$ cat src/rtl/lsu_pkg.sv
// Shared types and constants for the load/store-multiple sequencer.
// Holds the FSM state encoding and the request word-count saturation rule.
package lsu_pkg;

  localparam int ADDR_W    = 13;
  localparam int DATA_W    = 16;
  localparam int RIDX_W    = 3;
  localparam int MAX_WORDS = 8;
  localparam int CNT_W     = 4;

  typedef enum logic [1:0] {
    IDLE = 2'd0,
    XFER = 2'd1,
    DONE = 2'd2
  } lsu_state_t;

  // Requests above MAX_WORDS are clipped rather than rejected
  function automatic logic [CNT_W-1:0] sat_count(input logic [CNT_W-1:0] count);
    if (count > CNT_W'(MAX_WORDS)) begin
      return CNT_W'(MAX_WORDS);
    end else begin
      return count;
    end
  endfunction

endpackage

$ cat src/rtl/lsu_multi_if.sv
// Bundles the request handshake, register-file ports, data-memory port and status.
// The sequencer uses the slave view; the execute stage / memory side uses master.
interface lsu_multi_if;
  import lsu_pkg::*;

  logic                    req_valid;
  logic                    req_ready;
  logic                    req_load;
  logic [ADDR_W-1:0]       req_base;
  logic [CNT_W-1:0]        req_count;
  logic [RIDX_W-1:0]       req_rd;

  logic [RIDX_W-1:0]       rf_raddr;
  logic [DATA_W-1:0]       rf_rdata;
  logic                    rf_we;
  logic [RIDX_W-1:0]       rf_waddr;
  logic [DATA_W-1:0]       rf_wdata;

  logic [ADDR_W-1:0]       mem_adr;
  logic [DATA_W-1:0]       mem_wd;
  logic                    mem_we;
  logic [DATA_W-1:0]       mem_rdata;

  logic                    busy;
  logic                    done;
  logic [ADDR_W-1:0]       done_addr;

  modport slave (
    input  req_valid, req_load, req_base, req_count, req_rd, rf_rdata, mem_rdata,
    output req_ready, rf_raddr, rf_we, rf_waddr, rf_wdata,
           mem_adr, mem_wd, mem_we, busy, done, done_addr
  );

  modport master (
    output req_valid, req_load, req_base, req_count, req_rd, rf_rdata, mem_rdata,
    input  req_ready, rf_raddr, rf_we, rf_waddr, rf_wdata,
           mem_adr, mem_wd, mem_we, busy, done, done_addr
  );

endinterface

$ cat src/rtl/lsu_multi.sv
// Load/store-multiple sequencer: moves one word per cycle between the register
// file and the data memory, then pulses done with the post-increment address.
module lsu_multi
  import lsu_pkg::*;
(
  input  logic        clk,
  input  logic        rst,
  lsu_multi_if.slave  bus
);

  lsu_state_t        state_r;
  logic [ADDR_W-1:0] addr_r;
  logic [RIDX_W-1:0] idx_r;
  logic [CNT_W-1:0]  rem_r;
  logic              load_r;
  logic [CNT_W-1:0]  cnt_sat_s;

  assign cnt_sat_s = sat_count(bus.req_count);

  // FSM plus address/index/remaining-count bookkeeping
  always_ff @(posedge clk or posedge rst) begin
    if (rst) begin
      state_r <= IDLE;
      addr_r  <= {ADDR_W{1'b0}};
      idx_r   <= {RIDX_W{1'b0}};
      rem_r   <= {CNT_W{1'b0}};
      load_r  <= 1'b0;
    end else begin
      case (state_r)
        IDLE: begin
          if (bus.req_valid) begin
            addr_r  <= bus.req_base;
            idx_r   <= bus.req_rd;
            rem_r   <= cnt_sat_s;
            load_r  <= bus.req_load;
            state_r <= (cnt_sat_s == {CNT_W{1'b0}}) ? DONE : XFER;
          end else begin
            state_r <= IDLE;
          end
        end
        XFER: begin
          // Address and register index both wrap naturally at their widths
          addr_r <= addr_r + ADDR_W'(1'b1);
          idx_r  <= idx_r + RIDX_W'(1'b1);
          rem_r  <= rem_r - CNT_W'(1'b1);
          if (rem_r == CNT_W'(1'b1)) begin
            state_r <= DONE;
          end else begin
            state_r <= XFER;
          end
        end
        DONE: begin
          state_r <= IDLE;
        end
        default: begin
          state_r <= IDLE;
        end
      endcase
    end
  end

  // Output steering from the current state; load data passes straight through
  always_comb begin
    bus.req_ready = 1'b0;
    bus.busy      = 1'b0;
    bus.done      = 1'b0;
    bus.done_addr = {ADDR_W{1'b0}};
    bus.mem_adr   = {ADDR_W{1'b0}};
    bus.mem_wd    = {DATA_W{1'b0}};
    bus.mem_we    = 1'b0;
    bus.rf_raddr  = {RIDX_W{1'b0}};
    bus.rf_we     = 1'b0;
    bus.rf_waddr  = {RIDX_W{1'b0}};
    bus.rf_wdata  = {DATA_W{1'b0}};
    case (state_r)
      IDLE: begin
        bus.req_ready = ~rst;
      end
      XFER: begin
        bus.busy    = 1'b1;
        bus.mem_adr = addr_r;
        if (load_r) begin
          bus.rf_we    = 1'b1;
          bus.rf_waddr = idx_r;
          bus.rf_wdata = bus.mem_rdata;
        end else begin
          bus.mem_we   = 1'b1;
          bus.rf_raddr = idx_r;
          bus.mem_wd   = bus.rf_rdata;
        end
      end
      DONE: begin
        bus.busy      = 1'b1;
        bus.done      = 1'b1;
        bus.done_addr = addr_r;
      end
      default: begin
        bus.busy = 1'b0;
      end
    endcase
  end

endmodule

$ cat src/flat_wrapper.sv
// flat-port wrapper written by rule: the top's interface ports become plain ports
module lsu_multi_flat import lsu_pkg::*;
  (clk, rst, bus_req_valid, bus_req_load, bus_req_base, bus_req_count, bus_req_rd, bus_rf_rdata, bus_mem_rdata, bus_req_ready, bus_rf_raddr, bus_rf_we, bus_rf_waddr, bus_rf_wdata, bus_mem_adr, bus_mem_wd, bus_mem_we, bus_busy, bus_done, bus_done_addr);
  lsu_multi_if bus_i ();
  input  logic clk;
  input  logic rst;
  input wire logic [$bits(bus_i.req_valid)-1:0] bus_req_valid;
  input wire logic [$bits(bus_i.req_load)-1:0] bus_req_load;
  input wire logic [$bits(bus_i.req_base)-1:0] bus_req_base;
  input wire logic [$bits(bus_i.req_count)-1:0] bus_req_count;
  input wire logic [$bits(bus_i.req_rd)-1:0] bus_req_rd;
  input wire logic [$bits(bus_i.rf_rdata)-1:0] bus_rf_rdata;
  input wire logic [$bits(bus_i.mem_rdata)-1:0] bus_mem_rdata;
  output wire logic [$bits(bus_i.req_ready)-1:0] bus_req_ready;
  output wire logic [$bits(bus_i.rf_raddr)-1:0] bus_rf_raddr;
  output wire logic [$bits(bus_i.rf_we)-1:0] bus_rf_we;
  output wire logic [$bits(bus_i.rf_waddr)-1:0] bus_rf_waddr;
  output wire logic [$bits(bus_i.rf_wdata)-1:0] bus_rf_wdata;
  output wire logic [$bits(bus_i.mem_adr)-1:0] bus_mem_adr;
  output wire logic [$bits(bus_i.mem_wd)-1:0] bus_mem_wd;
  output wire logic [$bits(bus_i.mem_we)-1:0] bus_mem_we;
  output wire logic [$bits(bus_i.busy)-1:0] bus_busy;
  output wire logic [$bits(bus_i.done)-1:0] bus_done;
  output wire logic [$bits(bus_i.done_addr)-1:0] bus_done_addr;
  assign bus_i.req_valid = bus_req_valid;
  assign bus_i.req_load = bus_req_load;
  assign bus_i.req_base = bus_req_base;
  assign bus_i.req_count = bus_req_count;
  assign bus_i.req_rd = bus_req_rd;
  assign bus_i.rf_rdata = bus_rf_rdata;
  assign bus_i.mem_rdata = bus_mem_rdata;
  assign bus_req_ready = bus_i.req_ready;
  assign bus_rf_raddr = bus_i.rf_raddr;
  assign bus_rf_we = bus_i.rf_we;
  assign bus_rf_waddr = bus_i.rf_waddr;
  assign bus_rf_wdata = bus_i.rf_wdata;
  assign bus_mem_adr = bus_i.mem_adr;
  assign bus_mem_wd = bus_i.mem_wd;
  assign bus_mem_we = bus_i.mem_we;
  assign bus_busy = bus_i.busy;
  assign bus_done = bus_i.done;
  assign bus_done_addr = bus_i.done_addr;
  lsu_multi u_core (.clk(clk), .rst(rst), .bus(bus_i));
endmodule
$ cat config.mk
export PLATFORM = sky130hd
export DESIGN_NAME = lsu_multi_flat
export DESIGN_NICKNAME = d
export VERILOG_FILES = /design/src/rtl/lsu_pkg.sv /design/src/rtl/lsu_multi_if.sv /design/src/rtl/lsu_multi.sv /design/src/flat_wrapper.sv
export SDC_FILE = /design/constraint.sdc
export NUM_CORES = 1
export LEC_CHECK = 0
export CORE_ASPECT_RATIO = 2
export CORE_MARGIN = 3
export CORE_UTILIZATION = 39
export DETAILED_ROUTE_END_ITERATION = 12
export PLACE_DENSITY = 0.93
export SYNTH_ARGS = -nofsm -noshare
export SYNTH_HDL_FRONTEND = slang
export SYNTH_SLANG_ARGS = --single-unit
$ cat constraint.sdc
create_clock -name clk -period 4.4 [get_ports clk]
set_input_delay 0.44 -clock clk [delete_from_list [all_inputs] [get_ports clk]]
set_output_delay 0.44 -clock clk [all_outputs]
set_load 0.02 [all_outputs]
==> results of run 1 <==
-- final cells by class --
class | count | area, sq um | share of cell area
Inverter | 12 | 45.0 | 0.0144
Sequential cell | 23 | 576 | 0.184
Clock buffer | 4 | 45.0 | 0.0144
Multi-Input combinational cell | 180 | 1140 | 0.365
Tap cell | 54 | 67.6 | 0.0216
Timing Repair Buffer | 126 | 1260 | 0.401
-- layer usage --
layer | up-vias | routed length [microns]
met5 | - | 0
met4 | 0 | 102
met3 | 6 | 806
met2 | 105 | 3350
met1 | 975 | 2090
li1 | 1031 | -
-- worst reg2reg max path, delay by kind of cell (launching register included) --
kind / cells / cell delay [ps]
fa+ha+maj: 1 / 170
buf+inv: 3 / 850
flops: 1 / 390
simple gates: 1 / 520
compound gates: 1 / 120
mux: 1 / 150
-- flip-flops by register name, summed over array words and instances (netlist names) --
signal          cells
u_core.addr_r      13
u_core.rem_r        4
u_core.idx_r        3
u_core.state_r      2
u_core.load_r       1
-- worst min-delay path by stage --
stage / to / slack (ps) / depth (start not counted)
4_1_cts: u_core.rem_r[3] / 550 / 2
3_5_place_dp: u_core.rem_r[3] / 530 / 2
5_1_grt: u_core.idx_r[0] / 560 / 1
3_3_place_gp: u_core.rem_r[3] / 520 / 2
6_report: u_core.idx_r[0] / 530 / 1
2_1_floorplan: u_core.addr_r[0] / 440 / 1
-- through the flow --
step,utilization,setup WS (ps),hold slack (ps)
after CTS,0.701,1360,546
after global placement,0.691,1750,517
after detailed placement,0.691,1650,527
after floorplan,-,2380,442
after global routing,0.701,1250,562
final,0.701,1390,534
-- power groups by stage --
| stage | logic (mW) | registers (mW) | clock network (mW) |
|---|---|---|---|
| 6_report | 1.63 | 0.461 | 0.130 |
| 3_5_place_dp | 1.64 | 0.464 | 0 |
| 3_3_place_gp | 1.59 | 0.456 | 0 |
| 5_1_grt | 1.78 | 0.480 | 0.138 |
| 4_1_cts | 1.64 | 0.459 | 0.133 |
| 2_1_floorplan | 1.05 | 0.408 | 0 |
-- logic make-up after synthesis --
group / after synthesis
flip-flops: 23
buffers and inverters: 29
AO/OA/AOI/OAI: 52
multiplexers: 8
adder cells (fa/ha/maj): 7
AND/OR/NAND/NOR: 113
-- layout by cell type, fill, tap and decap left out, types with 3 or more instances in the layout --
cell,netlist,final
clkdlybuf4s50_1,0,124
and2_1,41,41
dfrtp_1,23,23
a21oi_1,21,21
and3_1,21,21
nand2_1,13,13
nor2_1,13,13
inv_1,12,12
o21ai_0,11,11
nand3_1,7,7
ha_1,7,6
mux2i_1,6,5
nor3_1,4,4
nand2b_1,4,4
o22ai_1,4,4
clkbuf_8,0,3
==> results.md, run 1 <==
- Hpwl dp: 5.02 mm
- P per Cell Area: 709 nW/um^2
- Core ar.: 4470 sq um
- Ys Warns: 0
- Synth cell types: 43
- Worst Setup EP: bus_mem_wd[0]
- Avg Inst Size Synth: 7.97 sq um
- Worst path slowest cell: nor2_1
- Post_cts resized: 0
- Status: complete, no violations
- Design Power: 2.22 mW
- Placed cells: 395
- Largest family of logic cells by synthesized area: simple AND/OR/NAND/NOR gates
- Hold path startpoint: u_core.idx_r[0]
- Seq/Total Area, Yosys: 0.311
- Required time of the critical path: 3960 ps
- Max-slew violations: 0
- GR Overflow Total: 0
- Worst-Skew Late Latency: 260 ps
- Stages on worst setup path: 6
- Post-CTS setup buffers: 0
- Top Ports: ~130
- Clock sink count: 23
- Max clock buf depth: 2
- Crit-path most repeated cell: inv_1
- Count leader, synth: and2_1
- R2r worst-path depth: 7
- Crit path kind: flop to output port
- Comb pwr share: 0.733
- Met3 GRT Util: 0.0617
- Max FO, Critical Path: 20
- Post-synth top flop: dfrtp_1
- Most Crowded Layer GR: met2
- M2 GR Usage: 0.422
- Synth cell count leaders: and2_1, dfrtp_1, a21oi_1, and3_1
- Vias: 2117
- Iteration-0 DRC Markers: 39
- Int Pwr: 1.13 mW
- Post-Layout Cell Count: ~400
- Area growth syn-to-layout: 69.4%
- RSZ-0062 raised after global routing: false
- Leak Pwr: 1.34 nW
- Post-route DRC: 0
- # diodes: 0
- Synthesized cell area: between 1500 and 2000 sq um
- Wire per inst: 15.9 microns
- Share of total power in sequential cells: 0.208
- CTS Root Cell: clkbuf_8
- HP Class: flop to flop
- Tot GR Track Use: 0.225
- Slew headroom: 0.393
- Synth Area in Simple Gates: 0.348
- First-pass GRT wire length: 9.48 mm
- Clock slew at reported path FFs: 80 ps
- Routed Antenna Nets: 0
- Final Skew: 3.18 ps
- Routed Wire Length: 6.35 mm
- Cell area after layout: approximately 3100 sq um
- Avg Vias per Cell: 5.31
- Die H: between 100 and 150 microns
- EDFF count, synth: 0
- Post-Syn Nets: 295
- Max stage delay on crit path: just under 700 ps
- Met1 Use GR: 0.223
- CP Cell Sequence: inv_1, ha_2, inv_1, nor2_1, and2_1, clkdlybuf4s50_1
- Starting density of the core: 0.414
- Worst Setup Start Kind: flop
- DP Area: just over 3000 sq um
- CTS Buf Count: 3
- GPL Wtd Cong: 0.833
- Bufs and invs on worst path: 3
- Post-CTS Hold Buffers: 0
- Endpoint class of the critical path: output port
- WP data arrival: about 2600 ps
- #FFs+latches synth: 23
- Cell Rows: 34
- Fraction of the mapped netlist area in adder cells: 0.0474
- Worst r2r src: u_core.state_r[1]
- Compound-Gate Fraction of Synth Area: 0.174
- Pre-antenna DRT Iters: 4
- Worst slew pin tran: 910 ps
- CTS tree: done
- Critical path's top delay family: simple AND/OR/NAND/NOR gates
- Nets: 409
- Multiplexer share of the synthesized area: 0.0447
- Layout cell share with drive strength beyond 1: 0.0406
- Yosys top cell by area: dfrtp_1
- XOR/XNOR share of the synthesized area: 0
- # fillers: 358
- Switching Power: ~1.1 mW
- Crit share post-route: 0.685
- Maximum vdd drop: 441 uV
- Setup crit start: u_core.state_r[1]
- Fmax: 0.332 GHz
- Async SR Flop Fraction: 1.00
- Input/output buffers: 124
- Die Width: 54.7 microns
- Cells after Synth: 232
- Final Hold Fails: 0
- Initial antenna violation count: 0
- Min Clock Period, post-route: 3010 ps
- Switch share: 0.489
- H-tree depth: 1
- R2r setup slk: 2090 ps
- Clock Power Share: 0.059
- Reg2Reg Capture Point: u_core.addr_r[10]
- Setup TNS: 0 ps
- Yosys top cell area share: 0.311
- Max_cap viols: 0
- Vias in the first global route: 1973
- Setup violations, final: 0
- DIE AREA: approximately 5700 sq um
- Largest net degree at the start of global routing: 73
- Synth top area cells: dfrtp_1, and2_1, and3_1
Note: power is estimated with default switching activity, not from simulation.
==> inputs of run 2 (changes only) <==
--- a/config.mk
+++ b/config.mk
@@ -7,9 +7,9 @@
 export LEC_CHECK = 0
 export CORE_ASPECT_RATIO = 2
 export CORE_MARGIN = 3
-export CORE_UTILIZATION = 39
+export CORE_UTILIZATION = 36
 export DETAILED_ROUTE_END_ITERATION = 12
-export PLACE_DENSITY = 0.93
+export PLACE_DENSITY = 0.87
 export SYNTH_ARGS = -nofsm -noshare
 export SYNTH_HDL_FRONTEND = slang
 export SYNTH_SLANG_ARGS = --single-unit
==> constraint.sdc (replaced) <==
create_clock -name clk -period 3 [get_ports clk]
set_input_delay 0.3 -clock clk [delete_from_list [all_inputs] [get_ports clk]]
set_output_delay 0.3 -clock clk [all_outputs]
set_load 0.02 [all_outputs]
==> results.md, run 2 (synthesis gave the netlist of run 1 again) <==
- CTS Root Cell: clkbuf_8
- Leak Pwr: 1.35 nW (+0.72%)
- P per Cell Area: 1030 nW/um^2 (+46%)
- Max_cap viols: 0 (unchanged)
- Top Ports: 125 (unchanged)
- Area growth syn-to-layout: 70.4%
- Endpoint class of the critical path: output port
- Clock slew at reported path FFs: 80 ps (about the same)
- RSZ-0062 raised after global routing: false
- Setup TNS: 0 ps (unchanged)
- Reg area: 576 sq um (unchanged)
- Pre-antenna DRT Iters: 5 (+1)
- Max FO, Critical Path: 42 (+110%)
- Min Clock Period, post-route: about 2500 ps
- Fmax: 0.405 GHz
- Worst Setup Start Kind: flop
- # diodes: 0 (unchanged)
- Die Width: 56.7 microns (+3.6%)
- Routed Wire Length: 6.28 mm (-1.1%)
- Routed Antenna Nets: 0 (unchanged)
- Status: complete, no violations
- Hold path startpoint: u_core.idx_r[0]
- Top flop regs: u_core.addr_r x13, u_core.rem_r x4, u_core.idx_r x3
- Maximum vdd drop: 751 uV (+70%)
- Post_cts resized: 0 (unchanged)
- DIE AREA: 6080 sq um (+7.6%)
- Commonest non-fill, non-tap cell in the layout: clkdlybuf4s50_1
- Hold_ws: 518 ps (-15.8 ps)
- Starting density of the core: 0.376 (-0.0373)
- Reg2Reg Capture Point: u_core.addr_r[10]
- Layout cell share with drive strength beyond 1: 0.0461 (+0.00553)
- Cell Rows: 36 (+5.9%)
- Max reg flops: 13 (unchanged)
- H-tree depth: 1 (unchanged)
- Worst-Skew Late Latency: 260 ps (about the same)
- Worst hold path endpoint: u_core.idx_r[0]
- Hold Path Cell Cnt: 1 (unchanged)
- Final Skew: 3.43 ps (+0.251 ps)
- Wire per inst: 15.5 microns (-2.3%)
- Initial antenna violation count: 0 (unchanged)
- Design Power: 3.25 mW (+47%)
- HP Class: flop to flop
- Final Hold Fails: 0 (unchanged)
- GR Overflow Total: 0 (unchanged)
- Area occupied by multi-input gates: 1140 sq um (unchanged)
- Setup violations, final: 0 (unchanged)
- Largest net degree at the start of global routing: 43 (-41%)
- Post-CTS Hold Buffers: 0 (unchanged)
- Max clock buf depth: 2 (unchanged)
- Post-route DRC: 0 (unchanged)
- Max-slew violations: 0 (unchanged)
- Required time of the critical path: 2700 ps (-1260 ps)
- # fillers: 435 (+22%)
- Crit path kind: flop to output port
- Worst slew pin tran: 927 ps (+17.8 ps)
- R2r setup slk: 910 ps (-1180 ps)
- Most frequent cells in the layout: clkdlybuf4s50_1, and2_1, dfrtp_1
- Slew headroom: 0.381 (-0.0119)
- Crit share post-route: 0.823
- WP data arrival: 2170 ps (-400 ps)
- Die H: 107 microns (+3.8%)
- R2r worst-path depth: 6 (-1)
- Post-CTS setup buffers: 0 (unchanged)
- CTS tree: done
- CTS Buf Count: 3 (unchanged)
- DP Area: 3100 sq um (+0.61%)
- Input/output buffers: 124 (unchanged)
- Hpwl dp: 4.99 mm (-0.65%)
- Vias: 2112 (-0.24%)
- Cell area after layout: 3150 sq um (+0.60%)
- GPL Wtd Cong: 0.838 (+0.59%)
- Avg Vias per Cell: 5.23 (-1.5%)
- Worst r2r src: u_core.state_r[1]
- Tot GR Track Use: 0.207 (-0.0185)
- Nets: 411 (+0.49%)
- Core ar.: 4910 sq um (+9.9%)
- Top reg by flops: u_core.addr_r
- Vias in the first global route: 2098 (+6.3%)
- Clock sink count: 23 (unchanged)
- First-pass GRT wire length: 10.1 mm (+6.8%)
- Iteration-0 DRC Markers: 66 (+69%)
- Fin util: 0.641 (-0.0594)
-- run 2: cell count changes in the layout (fill, tap and decap cells not counted) --
| cell | before | now |
|---|---|---|
| buf_4 | 2 | 4 |
-- run 2: stage by stage --
step                instances  setup slack [ps]
finish                    404               531
floorplan                 232              1120
global placement          400               884
global route              404               422
detailed placement        400               834
CTS                       404               532
-- run 2: worst max-delay path by stage --
stage / start / end / cells past startpoint
global placement: u_core.state_r[1] / bus_mem_adr[8] / 5
detailed placement: u_core.state_r[1] / bus_mem_adr[8] / 5
finish: u_core.state_r[1] / bus_mem_adr[8] / 5
floorplan: u_core.state_r[1] / bus_mem_wd[10] / 7
global route: u_core.state_r[1] / bus_mem_adr[8] / 5
CTS: u_core.state_r[1] / bus_mem_adr[8] / 5
-- run 2: layout make-up --
| cell class | instances | area share |
|---|---|---|
| multi-input combinational | 180 | 0.362 |
| timing repair buffer | 128 | 0.404 |
| sequential | 23 | 0.183 |
| tap | 57 | 0.0226 |
| inverter | 12 | 0.0143 |
| clock buffer | 4 | 0.0143 |
-- run 2: worst max-delay path: stages (launching register included) --
cell             delay (ps)
dfrtp_1                 400
inv_1                    90
ha_2                    190
buf_4                   350
and2_1                  240
clkdlybuf4s50_1         640
-- run 2: per-layer routing --
| metal | GRT usage | part of all wire |
|---|---|---|
| met5 | 0 | 0 |
| met2 | 0.399 | 0.56 |
| met3 | 0.0312 | 0.082 |
| met1 | 0.221 | 0.35 |
| met4 | 0.0645 | 0.010 |
-- run 2: where the power goes --
part / leakage (nW) / switching (mW) / internal (mW)
logic: 1.06 / 1.26 / 1.12
registers: 0.264 / 0.208 / 0.469
clock network: 0.0228 / 0.102 / 0.0948
==> RTL change 1: new RTL, config.mk and constraints of run 2 <==
`RIDX_W`: 3 -> 2.
--- a/src/rtl/lsu_pkg.sv
+++ b/src/rtl/lsu_pkg.sv
@@ -4,7 +4,7 @@
 
   localparam int ADDR_W    = 13;
   localparam int DATA_W    = 16;
-  localparam int RIDX_W    = 3;
+  localparam int RIDX_W    = 2;
   localparam int MAX_WORDS = 8;
   localparam int CNT_W     = 4;
 
Ports: changed (resized bus_req_rd, bus_rf_raddr and bus_rf_waddr); port bits go from 125 to 122. No check against the original RTL was run, so the function may have changed too.
==> RTL change 1 against run 2 <==
Routed wire length is 0.30% lower; total power shrank 4.2%; design area decreased by 3.1%; synthesized area decreased by 5.7%; critical path type unchanged; count of clock-buffer cells in the layout is 1 lower; non-clock buffer count is 2 lower; sequential cell count shrank 1; critical endpoint is now bus_mem_wd[2]; worst setup slack gained 0.0077 ns.
==> RTL change 1: results (changes against run 2) <==
- Worst slack, placed: 0.805 ns (-0.0295 ns)
- Global-route met2 utilization: 0.387 (-0.0117)
- Multiplexer area fraction after synthesis: 0.0359 (-0.00879)
- The sequential-to-total area share from yosys stat came to 0.316 (+0.00442).
- Max-slew headroom at the worst pin: 0.371 (-0.0101)
* Number of buffers added on ports: 121 (-2.4%)
* DRC violation total after the first TritonRoute iteration: 89 (+35%)
* GRT met1 Usage: 0.231 (+0.00984)
- Net count of the mapped netlist: 283 (-4.1%)
- The internal power consumption came to 1.59 mW (-5.3%).
* WL final: 6260 um (-0.30%)
- The overall fraction of global-route tracks in use came to 0.211 (+0.00472).
- Area share of fa/ha/maj cells after synthesis: 0.0431 (-0.00432)
* Filler cell count in the final layout: 394 (-9.4%)
- Static leakage: 1.27 nW (-5.3%)
* Critical path endpoint: bus_mem_wd[2]
- The post-route clock skew came to 0.00769 ns (+0.00426 ns).
* Synth unique cells: 39 (-9.3%)
- The routed length on met1 is 2320 um (+5.5%).
* CP Max Fanout: 15 (-64%)
* Main area contributors after synthesis: sky130_fd_sc_hd__dfrtp_1, sky130_fd_sc_hd__and2_1, sky130_fd_sc_hd__and3_1, sky130_fd_sc_hd__a21oi_1, sky130_fd_sc_hd__ha_1
* Layout cells sized above 1: 0.0475 (+0.00137)
- The met3 wire length is 356 um (-31%).
- The global-route track usage on met3 is 0.0323 (+0.00109).
- Total half-perimeter wirelength after legalization and detailed placement: 4940 um (-1.0%)
- # nets final: 400 (-2.7%)
- The run finished with clean final reports.
- Final Instance Area: 0.00305 mm^2 (-3.1%)
- The length in cells of the worst reg-to-reg path is 7 (+1).
==> RTL change 1: area by class of cell <==
class | instances | area share
inverter | 11 | 0.0135
sequential | 22 | 0.180
timing repair buffer | 126 | 0.409
multi-input combinational | 175 | 0.361
clock buffer | 3 | 0.0135
tap | 55 | 0.0226
==> RTL change 1: power groups by stage <==
stage / Combinational, mW / Clock (mW) / Sequential [mW]
floorplan: 1.39 / 0 / 0.579
global placement: 2.21 / 0 / 0.657
detailed placement: 2.27 / 0 / 0.663
CTS: 2.28 / 0.187 / 0.657
global route: 2.45 / 0.192 / 0.685
finish: 2.27 / 0.184 / 0.664
==> RTL change 1: worst min-delay path by stage <==
stage,end,slack (ns),cells past startpoint
final,u_core.idx_r[1],0.56,1
after global placement,u_core.idx_r[1],0.53,1
after CTS,u_core.idx_r[0],0.57,2
after global routing,u_core.idx_r[1],0.59,1
after floorplan,u_core.addr_r[0],0.29,1
after detailed placement,u_core.idx_r[1],0.55,1
==> RTL change 2: new RTL, flow settings as in run 2 <==
Made on the original files. Re-encode `lsu_state_t` (3 states) as one-hot, 3 bits wide.
--- a/src/rtl/lsu_pkg.sv
+++ b/src/rtl/lsu_pkg.sv
@@ -8,10 +8,10 @@
   localparam int MAX_WORDS = 8;
   localparam int CNT_W     = 4;
 
-  typedef enum logic [1:0] {
-    IDLE = 2'd0,
-    XFER = 2'd1,
-    DONE = 2'd2
+  typedef enum logic [2:0] {
+    IDLE = 3'b001,
+    XFER = 3'b010,
+    DONE = 3'b100
   } lsu_state_t;
 
   // Requests above MAX_WORDS are clipped rather than rejected
Behaviour: no difference found for any inputs over 10 cycles, from zero or initial values and one cycle with rst high; not proved beyond that.
==> RTL change 2 against run 2 <==
Via count decreased by 4.0%; first-iteration DRC count down 26%; routed wire length down 3.0%; synthesized area down 0.74%; worst setup slack got worse by 0.12 ns; design area increased by 0.12%; sequential cell count is 1 higher; highest routed layer unchanged.
Power is not compared: it rests on default switching activity, and its combinational part moved more than twofold at a synthesized area within 25%.
==> RTL change 2: results (changes against run 2) <==
* Result of the run: complete, no violations
- Number of placed instances with taps included: 388 (-3.0%)
- The number of filler instances in the final layout was 439 (+0.92%).
- Top-area cell type share of the netlist area: 0.314 (+0.00234)
- Via density per instance: 5.17 (-1.0%)
* Setup slack of the worst register-to-register path: 1.18 ns (+0.27 ns)
- The overall fraction of global-route tracks in use is 0.202 (-0.00496).
- The startpoint identified for the worst register-to-register timing path is u_core.state_r[0].
- Critical path arrival: 2.29 ns (+0.12 ns)
* Sum of met3 wire segment lengths after detailed routing: 214 um (-58%)
- Synth unique cells: 47 (+9.3%)
* Most frequent cells after synthesis: sky130_fd_sc_hd__and2_1, sky130_fd_sc_hd__and3_1, sky130_fd_sc_hd__dfrtp_1
* Launching element of the worst setup path: u_core.state_r[2]
* Sequential element share of the synthesized area: 0.328 (+0.0167)
* Layout cells sized above 1: 0.0507 (+0.00464)
- First-pass iteration count of the detailed router: 4 (-1)
* Main area contributors after synthesis: sky130_fd_sc_hd__dfrtp_1, sky130_fd_sc_hd__and2_1, sky130_fd_sc_hd__and3_1, sky130_fd_sc_hd__nor2_1, sky130_fd_sc_hd__ha_1
- Placed Area: 0.00308 mm^2 (-0.73%)
- In the final layout, the registers with the most flip-flops are u_core.addr_r: 13 flops, u_core.rem_r: 4 flops.
- Sum of met2 wire segment lengths after detailed routing: 3470 um (-0.97%)
- The worst-case headroom to the max-slew limit is 0.392 (+0.0105).
- The post-synth net total was 279 (-5.4%).
* CP Max Fanout: 20 (-52%)
- Routed metal-1 wirelength: 2250 um (+2.4%)
- DRC violation total after the first TritonRoute iteration: 49 (-26%)
- The endpoint identified for the worst register-to-register timing path is u_core.rem_r[3].
## RTL change 2: cell count changes after synthesis, sizes merged, moves of 4 or more
cell / change
inv: -8
a21oi: -16
a211oi: +5
nand3: -6
buf: +4
mux2i: -5
and2: +6
## RTL change 2: layout make-up
| class | instances | area, um^2 | area share |
|---|---|---|---|
| repair buffers | 130 | 1290 | 0.408 |
| multi-input cells | 173 | 1110 | 0.351 |
| flip-flops and latches | 24 | 602 | 0.191 |
| well taps | 57 | 71.3 | 0.0226 |
| clock buffers | 3 | 41.3 | 0.0131 |
| clock inverters | 1 | 30.0 | 0.00952 |
| inverters | 4 | 15.0 | 0.00476 |
## RTL change 2: worst min path at each step
stage                    startpoint          endpoint  slack (ns)  cells past startpoint
finish              u_core.rem_r[2]   u_core.rem_r[2]        0.53                      1
global route        u_core.rem_r[2]   u_core.rem_r[2]        0.53                      1
CTS                 u_core.rem_r[2]   u_core.rem_r[2]        0.52                      1
detailed placement  u_core.rem_r[2]   u_core.rem_r[2]        0.51                      1
global placement    u_core.rem_r[2]   u_core.rem_r[2]        0.50                      1
floorplan                       rst  u_core.addr_r[0]        0.31                      1
## RTL change 2: worst max-delay path: stages (launching register included)
cell	delay, ns
sky130_fd_sc_hd__dfrtp_1	0.47
sky130_fd_sc_hd__or3b_1	0.46
sky130_fd_sc_hd__nor2_4	0.29
sky130_fd_sc_hd__and2_1	0.19
sky130_fd_sc_hd__clkdlybuf4s50_1	0.61
## RTL change 2: routing by layer
metal | vias up | global-route usage
met5 | - | 0
met4 | 0 | 0.0781
met3 | 12 | 0.00964
met2 | 66 | 0.382
met1 | 946 | 0.229
li1 | 1004 | -
## RTL change 2: kinds of logic after synthesis
| group | Yosys count | share of synthesized area |
|---|---|---|
| AOI/OAI and AO/OA | 40 | 0.149 |
| xor gates and xnor gates | 2 | 0.00955 |
| adders and majority gates | 4 | 0.0273 |
| buffers and inverters | 22 | 0.0716 |
| DFF | 24 | 0.328 |
| muxes | 1 | 0.00546 |
| and+or+nand+nor | 126 | 0.409 |
## RTL change 2: power breakdown
group	internal [mW]	switching [mW]	total, mW	leakage, nW
Clock	0.178	0.105	0.284	0.0357
Sequential	0.483	0.242	0.724	0.286
Combinational	0.541	0.551	1.09	1.02
Total	1.20	0.898	2.10	1.34
